## config.mk

```make
export PLATFORM = sky130hd
export DESIGN_NAME = tog_evt_rx
export DESIGN_NICKNAME = d
export VERILOG_FILES = /design/src/rtl/tog_evt_rx.sv
export SDC_FILE = /design/constraint.sdc
export NUM_CORES = 1
export LEC_CHECK = 0
export ABC_AREA = 1
export CORE_UTILIZATION = 35
export DETAILED_ROUTE_END_ITERATION = 16
export SLEW_MARGIN = 20
export SYNTH_ARGS = -nofsm -noshare
export SYNTH_HDL_FRONTEND = slang
export SYNTH_SLANG_ARGS = --single-unit
```

## constraint.sdc

```tcl
create_clock -name clk -period 2.74 [get_ports clk]
set_clock_uncertainty 0.1 [all_clocks]
set_input_delay 0.548 -clock clk [delete_from_list [all_inputs] [get_ports clk]]
set_output_delay 0.548 -clock clk [all_outputs]
set_load 0.01 [all_outputs]
```

## src/rtl/tog_evt_rx.sv

```systemverilog
// tog_evt_rx: receiver for a toggle-encoded event line.
// Detects each transition of t_in and buffers it in a saturating pending counter.
// Pending events are drained by a valid/ready pop, and each pop is acknowledged
// with a toggle on ack_out. A free-running counter tallies every transition seen.
// Optional build macro: TOG_EVT_RX_SYNC_EN adds a 2-flop input synchronizer.
module tog_evt_rx #(
  parameter int unsigned CNT_W   = 4,
  parameter int unsigned TOTAL_W = 16
) (
  input  logic               clk,
  input  logic               reset,
  input  logic               t_in,
  input  logic               evt_ready,
  input  logic               ovf_clr,
  output logic               evt_pulse,
  output logic               evt_valid,
  output logic [CNT_W-1:0]   pend_cnt,
  output logic               ack_out,
  output logic               overflow,
  output logic [TOTAL_W-1:0] total_cnt
);

  localparam logic [CNT_W-1:0] CNT_ONE    = CNT_W'(1);
  localparam logic [CNT_W-1:0] CNT_MAX    = {CNT_W{1'b1}};
  localparam logic [CNT_W-1:0] CNT_MAX_M1 = CNT_MAX - CNT_ONE;

  typedef enum logic [1:0] {
    IDLE = 2'd0,
    PEND = 2'd1,
    FULL = 2'd2
  } state_t;

  state_t           state;
  state_t           state_next;
  logic             t_s;
  logic             load_done;
  logic             t_q;
  logic             primed;
  logic             edge_det;
  logic             pop;
  logic [CNT_W-1:0] cnt_next;
  logic             ovf_next;
  logic             ack_next;

`ifdef TOG_EVT_RX_SYNC_EN
  logic [1:0] sync_q;
  logic [1:0] load_cnt;

  // Two-flop synchronizer plus a counter that marks it as fully loaded.
  always_ff @(posedge clk or posedge reset) begin
    if (reset) begin
      sync_q   <= 2'b00;
      load_cnt <= 2'd0;
    end else begin
      sync_q <= {sync_q[0], t_in};
      if (!load_cnt[1]) load_cnt <= load_cnt + 2'd1;
    end
  end

  assign t_s       = sync_q[1];
  assign load_done = load_cnt[1];
`else
  assign t_s       = t_in;
  assign load_done = 1'b1;
`endif

  // Priming captures the line level once after reset, then tracks it per edge.
  always_ff @(posedge clk or posedge reset) begin
    if (reset) begin
      t_q    <= 1'b0;
      primed <= 1'b0;
    end else if (!primed) begin
      if (load_done) begin
        t_q    <= t_s;
        primed <= 1'b1;
      end
    end else begin
      t_q <= t_s;
    end
  end

  assign edge_det  = primed & (t_s ^ t_q);
  assign evt_valid = (pend_cnt != '0);
  assign pop       = evt_valid & evt_ready;

  // FSM state register tracking the occupancy class of the pending counter.
  always_ff @(posedge clk or posedge reset) begin
    if (reset) state <= IDLE;
    else       state <= state_next;
  end

  // FSM next-state logic.
  always_comb begin
    state_next = state;
    unique case (state)
      IDLE: if (edge_det) state_next = (CNT_MAX == CNT_ONE) ? FULL : PEND;
      PEND: begin
        if (pop && !edge_det && pend_cnt == CNT_ONE)         state_next = IDLE;
        else if (edge_det && !pop && pend_cnt == CNT_MAX_M1) state_next = FULL;
      end
      FULL: if (pop && !edge_det) state_next = PEND;
      default: state_next = IDLE;
    endcase
  end

  // FSM output logic: next values for the pending counter, overflow flag and ack toggle.
  always_comb begin
    cnt_next = pend_cnt;
    ovf_next = overflow;
    ack_next = ack_out ^ pop;
    if (ovf_clr) ovf_next = 1'b0;
    if (edge_det && !pop) begin
      if (pend_cnt == CNT_MAX) ovf_next = 1'b1;
      else                     cnt_next = pend_cnt + CNT_ONE;
    end else if (pop && !edge_det) begin
      cnt_next = pend_cnt - CNT_ONE;
    end
  end

  // Registered outputs.
  always_ff @(posedge clk or posedge reset) begin
    if (reset) begin
      evt_pulse <= 1'b0;
      pend_cnt  <= '0;
      ack_out   <= 1'b0;
      overflow  <= 1'b0;
      total_cnt <= '0;
    end else begin
      evt_pulse <= edge_det;
      pend_cnt  <= cnt_next;
      ack_out   <= ack_next;
      overflow  <= ovf_next;
      if (edge_det) total_cnt <= total_cnt + TOTAL_W'(1);
    end
  end

endmodule

```

After elaboration in Yosys (flattened, before gate mapping)
Index checks and enable logic that the tools add are counted.
{"block": "word_totals", "ramBits": 0, "ff_bits": 25, "in_bits": 5, "out_inout_bits": 24, "latch_bits": 0, "mem_bits_ro": 0, "n_memories": 0}
{"block": "op_classes", "n_reduce_logical": 7, "eq_ne": 2, "n_lt_le_gt_ge": 0, "n_bitwise": 4, "multipliers": 0, "n_addsub": 3, "shifts": 0, "div": 0, "mux": 6}
{"cell": "$add 16x1->16 const B", "count": 1}
{"cell": "$mux 4", "count": 3}
{"cell": "$add 4x1->4 const B", "count": 1}
{"cell": "$eq 4x4->1 const B", "count": 1}
{"cell": "$reduce_bool 4->1", "count": 1}
{"cell": "$sub 4x1->4 const B", "count": 1}
{"cell": "$mux 1", "count": 3}
{"cell": "$and 1x1->1", "count": 2}
{"cell": "$logic_and 1x1->1", "count": 2}
{"cell": "$logic_not 1->1", "count": 2}
{"cell": "$ne 2x2->1 const B", "count": 1}
{"cell": "$reduce_and 2->1", "count": 1}
{"cell": "$reduce_bool 2->1", "count": 1}
{"cell": "$xor 1x1->1", "count": 2}

Depth between registers and ports, before layout
{"block": "depth", "depth_word": 6, "depth_mapped": 12}

Least setup slack after synthesis
Ideal clock, no wire load.
{"block": "synth_timing", "path_kind": "input port to flip-flop", "from": "input port t_in", "to": "register pend_cnt[3]", "t_arrival_ns": 1.598, "n_path_buf": 0, "cell_stages": 11, "path_slack_ns": 0.924, "required_time_ns": 2.523, "cell_sequence": "nand2_1 nand2_1 nor2_2 nand2_2 ha_1 nand2_1 nand3b_1 nand2_1 nand2_1 nand3_1 nand2_1"}
{"block": "synth_via", "elab_chain_len": 6, "word_cells_on_any_way": 9, "classes_between": "eq/ne: 1; mux: 1; bitwise: 2; reduce/logical: 5"}
{"element": "from (decl)", "line_no": "12", "source": "input logic t_in,"}
{"element": "$xor 1x1->1 *", "line_no": "82", "source": "assign edge_det = primed & (t_s ^ t_q);"}
{"element": "$and 1x1->1 *", "line_no": "82"}
{"element": "$logic_not 1->1", "line_no": "115", "source": "end else if (pop && !edge_det) begin"}
{"element": "$logic_and 1x1->1", "line_no": "115"}
{"element": "$reduce_bool 2->1 (no source line)"}
{"element": "$reduce_and 2->1 (no source line)"}
{"element": "to (signal assigned)", "line_no": "130", "source": "pend_cnt <= cnt_next;"}
{"element": "to (decl)", "line_no": "17", "source": "output logic [CNT_W-1:0] pend_cnt,"}
Mark *: on every way between the ends. The rest lies on a longest branch, timed or not.
A chain may end at the register's enable or synchronous reset.

Worst setup path after layout
{"block": "layout_timing", "from": "input port t_in", "to": "register pend_cnt[2]"}
The elaborated chain is that of the path after synthesis.

==> out/results.ini <==
[route]
routed_via_density=4.50
drc=0
vias=973
routed_wirelength_microns=2510
antenna_left=0
drt_iter0_drc=38
first_pass_iters=4
wl_per_cell_microns=11.6

[global_route]
antenna_found_initial=0
grt_overflow=0
use_met2_pct=21.7
met3_usage_pct=2.74
grt_max_degree=26
grt_pass1_wl_microns=4340
grt.busiest_layer=met2
use_met1_pct=18.8
first_global_vias=975
grt_usage_pct=14.3

[worst_setup_path]
critPathMaxFanout=10
crit_arrival_ns=2.21
path_class=primary input to flip-flop
r2r_start=pend_cnt[0]$_DFFE_PP0P_
cp-startpoint=t_in
crit_path_end_kind=flip-flop
required_ns=2.79
start_kind=primary input

[synthesis]
avgSynthCellArea_sq_um=9.43
synth_cells=137
ys_types=24
ys_ff_latch=25
yosysWarnings=0
yosysSeqAreaShare_pct=48.4
synth_area_sq_um=1290
syn-num-nets=145

[timing]
setup_ws_ns=0.581
min_period_ns=2.16
fmax_ghz=0.463
grt_setup_unrepaired=no
fin_crit_sh_pct=78.8
hold_viol=0
fin_tns_setup_ns=0
setup_viol=0
final_max_slew_viol_count=0

[clock_tree]
ctsResizeCount=0
clock_path_buffers=2
cts.sinks=25
ctsHtreeMaxLevel=1
cts_root_buf=clkbuf_8
cts_tree=done
postCtsSetupBuffers=0
clkTransAtPathRegs_ns=0.09
insertion_delay_ns=0.27
cts_inserted_buffers=3
hold_buffers=0

[finish]
final_cell_mix=30 x nand2_1, 28 x clkdlybuf4s50_1, 25 x dfrtp_1, 15 x inv_1, 12 x nor2_1
layout_commonest_cell=nand2_1
area_growth_pct=30.0
antenna_cells=0
drive_gt1_share_pct=13.5
final_net_count=179
finalInstanceArea_sq_um=1680

[worst_hold_path]
hold_path_class=flip-flop to flip-flop
hp-start=ack_out$_DFF_PP0_

[floorplanning]
io_pins=29
core-area_sq_um=3440
die-width_microns=62.7
fp.dieArea_sq_um=3940
initial_core_util_pct=37.5
die_height_microns=62.7
rows=21

[power]
power_density_nw_per_um2=771
peakVddDrop_uv=219
cellLeakagePower_nw=0.793

[run_status]
status=finished clean

[place]
io_buffers=28
place_hpwl_microns=1880
dp_slack_ns=0.297
dpl_cell_area_sq_um=1630
gp_congestion=0.857

[run]
cap_violations=0

==> worst max-delay path, stage by stage <==
cell,delay [ns]
clkdlybuf4s50_1,0.51
nor2_1,0.06
nor2_2,0.14
buf_4,0.22
nand3_1,0.12
nand2_1,0.08
inv_1,0.04
ha_1,0.17
inv_1,0.05
nand2_1,0.06
xnor2_1,0.14
a21oi_1,0.08
==> stage by stage <==
step	cells	util, %	hold slack (ns)	power [mW]
6_report	216	48.8	0.377	1.29
5_1_grt	216	48.8	0.418	1.39
4_1_cts	216	48.8	0.384	1.31
3_5_place_dp	212	47.4	0.369	1.09
3_3_place_gp	212	47.4	0.362	1.07
2_1_floorplan	137	-	0.404	0.854
==> cells by family (layout without fill, tap and decap cells) <==
group	Yosys count	in the layout	share of synthesized area, %
compound gates	5	5	2.03
xor+xnor	18	18	12.2
fa+ha+maj	3	3	2.91
buf+inv	16	49	5.23
flops	25	25	48.4
other cells	1	1	0.290
simple gates	69	69	28.9
==> final timing paths <==
kind / end / slack [ns] / cells after the start
worst max-delay path: pend_cnt[2]$_DFFE_PP0P_ / 0.58 / 12
worst min-delay path: ack_out$_DFF_PP0_ / 0.38 / 1
worst max register to register: pend_cnt[3]$_DFFE_PP0P_ / 0.83 / 11
worst min register to register: ack_out$_DFF_PP0_ / 0.38 / 1
max in group asynchronous: pend_cnt[0]$_DFFE_PP0P_ / 1.77 / 3
min in group asynchronous: total_cnt[0]$_DFFE_PP0P_ / 0.52 / 3
==> final cells by class <==
cell class,count,area [sq um]
Sequential cell,25,626
Tap cell,46,57.6
Inverter,15,56.3
Multi-Input combinational cell,96,598
Fill cell,343,1760
Clock buffer,3,41.3
Timing Repair Buffer,30,295
Clock inverter,1,5.00
==> flip-flops by register name, indices dropped and copies added, names as in the netlist <==
register   flops
t_q            1
overflow       1
ack_out        1
evt_pulse      1
pend_cnt       4
total_cnt     16
primed         1
==> routing by layer <==
| metal | wire [microns] | vias up |
|---|---|---|
| met1 | 1210 | 454 |
| li1 | - | 488 |
| met4 | 51 | 0 |
| met5 | 0 | - |
| met3 | 106 | 4 |
| met2 | 1140 | 27 |
==> synthesized netlist by cell type <==
cell type  count  share of area [%]
a21oi_1        1               0.39
buf_6          1               0.87
conb_1         1               0.29
dfrtp_1       25                 48
ha_1           3                2.9
inv_1         15                4.4
nand2_1       30                8.7
nand2_2        5                2.4
nand2_4        1               0.87
nand3_1        7                2.7
nand3_2        4                3.1
nand3b_1       1               0.58
nand4_1        2               0.97
nand4_2        1               0.97
nor2_1        12                3.5
nor2_2         3                1.5
nor2_4         1               0.87
nor3_4         1                1.3
nor3b_4        1                1.5
o21ai_0        1               0.39
o21ai_1        2               0.78
o22ai_1        1               0.48
xnor2_1        7                4.7
xor2_1        11                7.5
==> report_power, final <==
part | switching [mW] | leakage [nW] | total (mW) | internal, mW
Combinational | 0.243 | 0.449 | 0.519 | 0.276
Clock | 0.116 | 0.0255 | 0.217 | 0.102
Sequential | 0.108 | 0.319 | 0.558 | 0.450
Total | 0.467 | 0.793 | 1.29 | 0.827
No activity file was read; power rests on OpenSTA's default activity.
